`src/rtl/mmss_timer_updown.sv`:
```
// rtl/mmss_timer_updown.sv - BCD MM:SS up/down timer with pause, lap freeze, preset load and done flag
module mmss_timer_updown #(
    parameter int TICK_DIV = 50000000,
    parameter int MAX_MIN  = 99
) (
    input  logic        clk,
    input  logic        clr,
    input  logic        go,
    input  logic        stop,
    input  logic        mode,
    input  logic        load,
    input  logic [15:0] preset,
    input  logic        lap,
    output logic [3:0]  d3,
    output logic [3:0]  d2,
    output logic [3:0]  d1,
    output logic [3:0]  d0,
    output logic        running,
    output logic        lap_active,
    output logic        done,
    output logic        load_err
);

    localparam int            PW       = (TICK_DIV > 1) ? $clog2(TICK_DIV) : 1;
    localparam logic [PW-1:0] PRE_LAST = PW'(TICK_DIV - 1);
    localparam logic [3:0]    MAX_MT   = 4'(MAX_MIN / 10);
    localparam logic [3:0]    MAX_MO   = 4'(MAX_MIN % 10);
    localparam logic [15:0]   CNT_MAX  = {MAX_MT, MAX_MO, 4'd5, 4'd9};

    localparam logic [1:0] S_IDLE  = 2'd0;
    localparam logic [1:0] S_RUN   = 2'd1;
    localparam logic [1:0] S_PAUSE = 2'd2;
    localparam logic [1:0] S_DONE  = 2'd3;

    logic [1:0]    r_state, n_state;
    logic [15:0]   r_cnt, n_cnt;
    logic [PW-1:0] r_pre, n_pre;
    logic          r_mode, n_mode;
    logic [15:0]   r_lap, n_lap;
    logic          r_lap_act, n_lap_act;
    logic          n_load_err;
    logic [15:0]   r_disp;
    logic          r_running, r_done, r_load_err;

    logic [15:0]   w_inc, w_dec;
    logic          w_tick, w_term, w_preset_ok, w_load_ok;
    logic [PW-1:0] w_pre_nxt;

    assign w_tick    = (r_state == S_RUN) && (r_pre == PRE_LAST);
    assign w_pre_nxt = (r_pre == PRE_LAST) ? '0 : r_pre + PW'(1);

    // Minutes are compared digit-wise in BCD against MAX_MIN.
    assign w_preset_ok = (preset[15:12] <= 4'd9) && (preset[11:8] <= 4'd9) &&
                         (preset[7:4] <= 4'd5) && (preset[3:0] <= 4'd9) &&
                         ((preset[15:12] < MAX_MT) ||
                          ((preset[15:12] == MAX_MT) && (preset[11:8] <= MAX_MO)));
    assign w_load_ok = load && (r_state != S_RUN) && w_preset_ok;

    always_comb begin
        w_inc = r_cnt;
        if (r_cnt[3:0] != 4'd9) begin
            w_inc[3:0] = r_cnt[3:0] + 4'd1;
        end else begin
            w_inc[3:0] = 4'd0;
            if (r_cnt[7:4] != 4'd5) begin
                w_inc[7:4] = r_cnt[7:4] + 4'd1;
            end else begin
                w_inc[7:4] = 4'd0;
                if (r_cnt[11:8] != 4'd9) begin
                    w_inc[11:8] = r_cnt[11:8] + 4'd1;
                end else begin
                    w_inc[11:8]  = 4'd0;
                    w_inc[15:12] = r_cnt[15:12] + 4'd1;
                end
            end
        end
    end

    always_comb begin
        w_dec = r_cnt;
        if (r_cnt[3:0] != 4'd0) begin
            w_dec[3:0] = r_cnt[3:0] - 4'd1;
        end else begin
            w_dec[3:0] = 4'd9;
            if (r_cnt[7:4] != 4'd0) begin
                w_dec[7:4] = r_cnt[7:4] - 4'd1;
            end else begin
                w_dec[7:4] = 4'd5;
                if (r_cnt[11:8] != 4'd0) begin
                    w_dec[11:8] = r_cnt[11:8] - 4'd1;
                end else begin
                    w_dec[11:8]  = 4'd9;
                    w_dec[15:12] = r_cnt[15:12] - 4'd1;
                end
            end
        end
    end

    // A zero count in down mode is treated as terminal so the borrow never wraps.
    assign w_term = r_mode ? ((w_dec == 16'h0000) || (r_cnt == 16'h0000))
                           : (r_cnt == CNT_MAX);

    always_comb begin
        n_state    = r_state;
        n_cnt      = r_cnt;
        n_pre      = r_pre;
        n_mode     = r_mode;
        n_lap      = r_lap;
        n_lap_act  = r_lap_act;
        n_load_err = 1'b0;
        if (load && (r_state != S_RUN)) begin
            if (w_preset_ok) begin
                n_state   = S_IDLE;
                n_cnt     = preset;
                n_pre     = '0;
                n_lap_act = 1'b0;
            end else begin
                n_load_err = 1'b1;
            end
        end else begin
            case (r_state)
                S_IDLE: begin
                    if (!stop && go && !(mode && (r_cnt == 16'h0000))) begin
                        n_state = S_RUN;
                        n_mode  = mode;
                    end
                end
                S_RUN: begin
                    if (w_tick && w_term) begin
                        n_state = S_DONE;
                        n_pre   = '0;
                        n_cnt   = r_mode ? 16'h0000 : r_cnt;
                    end else if (stop) begin
                        n_state = S_PAUSE;
                    end else begin
                        n_pre = w_pre_nxt;
                        if (w_tick) begin
                            n_cnt = r_mode ? w_dec : w_inc;
                        end
                    end
                end
                S_PAUSE: begin
                    if (!stop && go) begin
                        n_state = S_RUN;
                    end
                end
                default: ;
            endcase
        end
        if (lap && !w_load_ok) begin
            if (r_lap_act) begin
                n_lap_act = 1'b0;
            end else if (r_state == S_RUN) begin
                n_lap_act = 1'b1;
                n_lap     = r_cnt;
            end
        end
    end

    always_ff @(posedge clk) begin
        if (clr) begin
            r_state    <= S_IDLE;
            r_cnt      <= 16'h0000;
            r_pre      <= '0;
            r_mode     <= 1'b0;
            r_lap      <= 16'h0000;
            r_lap_act  <= 1'b0;
            r_disp     <= 16'h0000;
            r_running  <= 1'b0;
            r_done     <= 1'b0;
            r_load_err <= 1'b0;
        end else begin
            r_state    <= n_state;
            r_cnt      <= n_cnt;
            r_pre      <= n_pre;
            r_mode     <= n_mode;
            r_lap      <= n_lap;
            r_lap_act  <= n_lap_act;
            r_disp     <= n_lap_act ? n_lap : n_cnt;
            r_running  <= (n_state == S_RUN);
            r_done     <= (n_state == S_DONE);
            r_load_err <= n_load_err;
        end
    end

    assign d3         = r_disp[15:12];
    assign d2         = r_disp[11:8];
    assign d1         = r_disp[7:4];
    assign d0         = r_disp[3:0];
    assign running    = r_running;
    assign lap_active = r_lap_act;
    assign done       = r_done;
    assign load_err   = r_load_err;

endmodule

```
`config.mk`:
```
export PLATFORM = sky130hd
export DESIGN_NAME = mmss_timer_updown
export DESIGN_NICKNAME = d
export VERILOG_FILES = /design/src/rtl/mmss_timer_updown.sv
export SDC_FILE = /design/constraint.sdc
export NUM_CORES = 1
export LEC_CHECK = 0
export BUFFER_PORTS_ARGS = -buffer_cell sky130_fd_sc_hd__buf_2
export CAP_MARGIN = 10
export CORE_UTILIZATION = 50
export CTS_BUF_LIST = sky130_fd_sc_hd__clkbuf_8
export DETAILED_ROUTE_END_ITERATION = 6
export GPL_TIMING_DRIVEN = 0
export PLACE_DENSITY = 0.74
export REMOVE_ABC_BUFFERS = 1
export SETUP_SLACK_MARGIN = 0.02
export SYNTH_ARGS = -nofsm -noshare
export SYNTH_HDL_FRONTEND = slang
export SYNTH_SLANG_ARGS = --single-unit
```
`constraint.sdc`:
```
create_clock -name clk -period 3.7 [get_ports clk]
set_input_delay 0.74 -clock clk [delete_from_list [all_inputs] [get_ports clk]]
set_output_delay 0.74 -clock clk [all_outputs]
set_load 0.02 [all_outputs]
```
==> results_dict.tcl, run 1 <==
set metrics [dict create \
    crit_path_frequent_cell "a21oi_1" \
    die_height_um 98.8 \
    die_area_um2 9760 \
    p_leak_nw 1.84 \
    rsz0062_at_grt "no" \
    top_layer_used "met4" \
    r2r_start "r_mode" \
    tns_ns 0 \
    synthCells 608 \
    drtIter0Drc 398 \
    dieWidth_um 98.8 \
    synth_top_cell_by_area "dfxtp_1" \
    drt-pass1-iter-count 5 \
    routedWlPerCell_um 17.7 \
    rr_endpoint "r_disp[15]" \
    clock_sinks 81 \
    grt_antenna_before_repair 0 \
    holdPathStages 2 \
    grt_pass1_wl_mm 21.5 \
    synth_edf_count 0 \
    cts-root-buf "clkbuf_8" \
    cts_buffers 9 \
    pre_cts_slack_ns -0.224 \
    worstPathCellList "inv_1 > nor4_1 > nand3_1 > a21oi_1 > xor2_1 > o22ai_1 > a21oi_1" \
    initial_utilization_pct 52.7 \
    critPathTopFamily "flip-flops" \
    finalSetupViolCount 0 \
    wl_met2_mm 5.73 \
    setup.worst_path.end_class "flip-flop" \
    path_buf_inv 1 \
    maxCapViolations 0 \
    synth_ff_type "dfxtp_1" \
    met3_length_um 993 \
    critPathArrivalTime_ns 3.63 \
    ant_nets 0 \
    cts_tree "built" \
    power_density_nw_per_um2 344 \
    max_freq_mhz 293 \
    drt-total-wl_mm 13.0 \
    drcViolationCount 0 \
    design.core.area_um2 8890 \
    status "completed" \
    fin_crit_sh_pct 92.3 \
    min_to "r_lap[2]" \
    drive_gt1_share_pct 13.6 \
    irDropWorstVdd_uv 174 \
    crit_required_ns 3.92 \
    dr_total_vias 4529 \
    routabilityCongestion 0.953 \
    final_cells 734 \
    place_hpwl_mm 9.03 \
    critPathMaxStageDelay_ns 1.02 \
    startpoint_type "flip-flop" \
    placed_cells 718 \
    ys_seq_area_share_pct 34.6 \
    min_from "r_lap[2]" \
    grt_max_degree 41 \
    grt_overflow_total 0 \
    post-route-util_pct 56.9 \
    nets 649 \
    synth-async-reset-ratio_pct 0 \
    clkSlewWorstSetupHoldPaths_ns 0.09 \
    synth_area_leaders "dfxtp_1 (35%), nand2_1 (6.3%), nor2_1 (5.8%), a21oi_1 (4.8%), xnor2_1 (3.9%)" \
    numPortBuffers 42 \
    path_class "reg -> reg" \
    skew_ns 0.0136 \
    setup_slack_ns 0.286 \
    post_cts_buffers 0 \
    synthDistinctLibCells 64 \
    max_slew_margin_pct 29.2 \
    rrSetupSlack_ns 0.29 \
    clockBufferDepth 2 \
    synth_top_area_share_pct 34.6 \
    synth_area_um2 4690 \
    avgSynthCellArea_um2 7.71 \
    num_rows 34 \
    ios 43 \
    diodes 0 \
    hold_viol 0 \
    crit_fanout 29 \
    htree_num_levels 3 \
    period_minus_slack_ns 3.41 \
    drt-met1-wl_mm 5.94 \
    crit_slowest_cell "dfxtp_1" \
    yosysWarnings 0 \
    grtUsageTotal_pct 28.0 \
    ys_ff_latch 81 \
    tightest_slew_ns 1.05 \
    hp-class "reg -> reg" \
    grt_pass1_vias 4237 \
    fillCellCount 850 \
    worstRegToRegCells 7 \
    worstSkewPairLatency_ns 0.36 \
    area_growth_syn_to_layout_pct 7.96 \
    routed_via_density 6.17 \
    drv_slew 0 \
]
## layout by cell type, fill, tap and decap left out, types with 14 or more instances in the layout
cell	Yosys	final
a21oi_1	45	45
nor3_1	18	18
mux2i_1	15	15
nand3_1	32	32
o21ai_0	27	26
buf_2	2	42
nand2_1	79	79
nor4_1	15	14
xnor2_1	21	21
dfxtp_1	81	81
nor2_1	72	71
## what timing repair did
item	in CTS	in global routing
hold buffers	0	0
resized for setup	1	1
cloned	0	0
endpoints found under the setup margin	1	22
## power breakdown
part           internal, W  leakage (nW)  switching [W]
Sequential        0.000893         0.655      0.0000333
Combinational    0.0000854          1.10       0.000160
Clock             0.000236        0.0836       0.000330
## area by class of cell
type,instances,area [um2],share of cell area [%]
Clock buffer,9,124,2.45
Inverter,11,41.3,0.816
Tap cell,108,135,2.67
Sequential cell,81,1620,32.1
Clock inverter,7,40.0,0.791
Multi-Input combinational cell,476,2890,57.1
Timing Repair Buffer,42,210,4.16
## per-stage QoR
step | power, W | hold slack (ns) | cell area, um2
CTS | 0.00174 | 0.466 | 5050
finish | 0.00174 | 0.468 | 5060
global route | 0.00182 | 0.492 | 5060
detailed placement | 0.00118 | 0.455 | 4880
global placement | 0.00118 | 0.443 | 4860
floorplan | 0.00110 | 0.428 | 4520
## sequential cells by signal, summed over array words and instances (netlist names)
| register | flops |
|---|---|
| done | 1 |
| lap_active | 1 |
| r_cnt | 16 |
| r_state | 2 |
| running | 1 |
| r_lap | 16 |
| load_err | 1 |
| r_mode | 1 |
| r_disp | 16 |
| r_pre | 26 |
## tightest hold or removal path, delay by kind of cell, from the launching register on
family          cells  cell delay (ns)
compound gates      1             0.07
flops               1             0.31
simple gates        1             0.05
## routing by layer
| layer | vias to the layer above | global-route usage, % |
|---|---|---|
| met1 | 2068 | 39.6 |
| met3 | 35 | 4.04 |
| met2 | 217 | 42.2 |
| li1 | 2209 | - |
| met5 | - | 0 |
| met4 | 0 | 12.3 |
## kinds of logic after synthesis
family          share of synthesized area [%]
buf+inv                                  4.46
simple gates                             32.9
xor+xnor                                 4.67
fa+ha+maj                                1.34
flops                                    34.6
mux                                      4.41
compound gates                           17.6
## cell usage after synthesis, types with 3 or more instances
master and number:
a2111oi_0 4, a211oi_1 5, a21o_1 4, a21oi_1 45
a311oi_1 3, a31oi_1 6, and2_1 7, and3_1 8
and4_1 5, clkbuf_1 34, dfxtp_1 81, ha_1 5
inv_1 11, mux2_2 5, mux2i_1 15, nand2_1 79
nand2b_1 5, nand3_1 32, nand4_1 5, nor2_1 72
nor2b_1 5, nor3_1 18, nor3_2 6, nor3b_1 3
nor3b_2 3, nor4_1 15, nor4_2 3, o211ai_1 4
o21a_1 5, o21ai_0 27, o22ai_1 3, o31ai_1 4
or3_1 9, or4_1 9, xnor2_1 21, xor2_1 4
## worst max path at each step
stage / start / cells past startpoint / to / slack, ns
3_5_place_dp: preset[14] / 6 / r_disp[8] / -0.22
3_3_place_gp: r_pre[7] / 6 / r_pre[24] / -1.05
6_report: r_mode / 7 / r_disp[15] / 0.29
2_1_floorplan: r_cnt[5] / 6 / r_pre[0] / 0.14
4_1_cts: r_pre[7] / 6 / r_pre[19] / 0.14
5_1_grt: r_state[0] / 7 / r_disp[8] / 0.03
Note: power is estimated with default switching activity, not from simulation.
==> inputs of run 2 (changes only) <==
CORE_UTILIZATION = 56   (was 50)
PLACE_DENSITY = 0.81   (was 0.74)
RECOVER_POWER = 100   (was unset)
==> results_dict.tcl, run 2 (synthesis results as in run 1) <==
set metrics [dict create \
    status "completed" \
    drive_gt1_share_pct 10.2 \
    htree_num_levels 3 \
    die_area_um2 8740 \
    share_seq_of_total_power_pct 49.3 \
    maxCapViolations 0 \
    grt_pass1_vias 4148 \
    area_growth_syn_to_layout_pct 8.33 \
    clkSlewWorstSetupHoldPaths_ns 0.08 \
    cts_tree "built" \
    drv_slew 0 \
    setup.worst_path.end_class "flip-flop" \
    drt-pass1-iter-count 6 \
    drt-total-wl_mm 13.0 \
    period_minus_slack_ns 3.51 \
    place_hpwl_mm 9.09 \
    power_density_nw_per_um2 370 \
    largest_reg_flops 26 \
    intPower_w 0.00136 \
    crit_fanout 29 \
    dieWidth_um 93.5 \
    diodes 0 \
    tightest_slew_ns 1.03 \
    hp-class "reg -> reg" \
    irDropWorstVdd_uv 207 \
    power_frac_clock_pct 37.6 \
    startpoint_type "flip-flop" \
    clock_sinks 81 \
    crit_slowest_cell "nor4_1" \
    num_rows 32 \
    mostFrequentLayoutCells "dfxtp_1 (81), nand2_1 (79), nor2_1 (71)" \
    place_area_um2 4870 \
    drtIter0Drc 581 \
    initial_utilization_pct 59.1 \
    critPathArrivalTime_ns 3.72 \
    routed_via_density 6.37 \
    fin_crit_sh_pct 94.9 \
    clockBufferDepth 2 \
    switchingPower_w 0.000512 \
    grt_antenna_before_repair 0 \
    grt_pass1_wl_mm 20.9 \
    grt_max_degree 41 \
    numPortBuffers 42 \
    grt_overflow_total 0 \
    swShare_pct 27.3 \
    path_class "reg -> reg" \
    placed_cells 713 \
    max_flop_register "r_pre" \
    design.core.area_um2 7930 \
    fin_area_um2 5080 \
    rsz0062_at_grt "no" \
    die_height_um 93.5 \
    combPwrFrac_pct 13.1 \
    ios 43 \
    finalSetupViolCount 0 \
    critPathMaxStageDelay_ns 0.83 \
    routabilityCongestion 0.972 \
    final_cells 728 \
    worstPathCellList "nor4b_1 > nand4_1 > nor4_1 > a21oi_4 > o21ai_2 > nor2_1" \
    hold_viol 0 \
    routedWlPerCell_um 17.9 \
    dr_total_vias 4639 \
    skew_ns 0.0172 \
    crit_required_ns 3.91 \
    max_slew_margin_pct 30.9 \
    cts_buffers 9 \
    drcViolationCount 0 \
    grtUsageTotal_pct 31.2 \
    tns_ns 0 \
    max_freq_mhz 285 \
    cts-root-buf "clkbuf_8" \
    layout_commonest_cell "dfxtp_1" \
    worstSkewPairLatency_ns 0.36 \
    hold_buffers 0 \
    nets 650 \
    ant_nets 0 \
    p_leak_nw 1.79 \
]
-- run 2: cell count changes in the layout (fill, tap and decap cells not counted), sizes merged --
| cell | before | now |
|---|---|---|
| clkinvlp | 3 | 0 |
| bufinv | 0 | 2 |
| clkinv | 2 | 1 |
| buf | 42 | 23 |
| clkbuf | 9 | 30 |
-- run 2: layer usage --
layer / wire length [um] / GRT usage [%]
met2: 5970 / 49.8
met1: 5860 / 43.4
met4: 167 / 8.59
met5: 0 / 0
met3: 1030 / 4.88
-- run 2: cell type report --
class | count | area, um2
multi-input cells | 476 | 2880
fillers | 720 | 2850
flip-flops and latches | 81 | 1620
repair buffers | 43 | 193
clock buffers | 10 | 138
well taps | 102 | 128
clock inverters | 5 | 72.6
inverters | 11 | 41.3
-- run 2: final timing paths --
path / startpoint / endpoint / slack (ns) / depth (start not counted)
worst max register to register: r_pre[7] / r_pre[21] / 0.19 / 6
worst min-delay path: r_lap[0] / r_lap[0] / 0.46 / 2
worst min register to register: r_lap[0] / r_lap[0] / 0.46 / 2
worst max-delay path: r_pre[7] / r_pre[21] / 0.19 / 6
-- run 2: stage by stage --
stage | util (%) | total power [W] | setup WS [ns] | hold WS [ns]
2_1_floorplan | - | 0.00110 | 0.136 | 0.428
3_3_place_gp | 61.3 | 0.00118 | -1.01 | 0.444
3_5_place_dp | 61.5 | 0.00119 | -0.108 | 0.452
4_1_cts | 64.3 | 0.00188 | 0.196 | 0.462
5_1_grt | 64.0 | 0.00195 | 0.0204 | 0.478
6_report | 64.0 | 0.00188 | 0.190 | 0.460
-- run 2: power by group through the flow --
| stage | Combinational [W] | Sequential [W] | Clock [W] |
|---|---|---|---|
| after global routing | 0.000269 | 0.000929 | 0.000747 |
| after global placement | 0.000234 | 0.000943 | 0 |
| after detailed placement | 0.000241 | 0.000944 | 0 |
| final | 0.000245 | 0.000926 | 0.000706 |
| after floorplan | 0.000146 | 0.000950 | 0 |
| after CTS | 0.000243 | 0.000924 | 0.000712 |
-- run 2: what timing repair did --
action	in CTS	in global routing
endpoints found under the hold margin	0	0
buffers inserted	0	0
setup endpoints to repair	2	1
pin swaps	0	0
resized for setup	2	2
-- run 2: worst max-delay path: cells and delay by family (launching register included) --
family | cells | cell delay (ns)
compound gates | 2 | 1.24
flops | 1 | 0.37
simple gates | 4 | 1.72
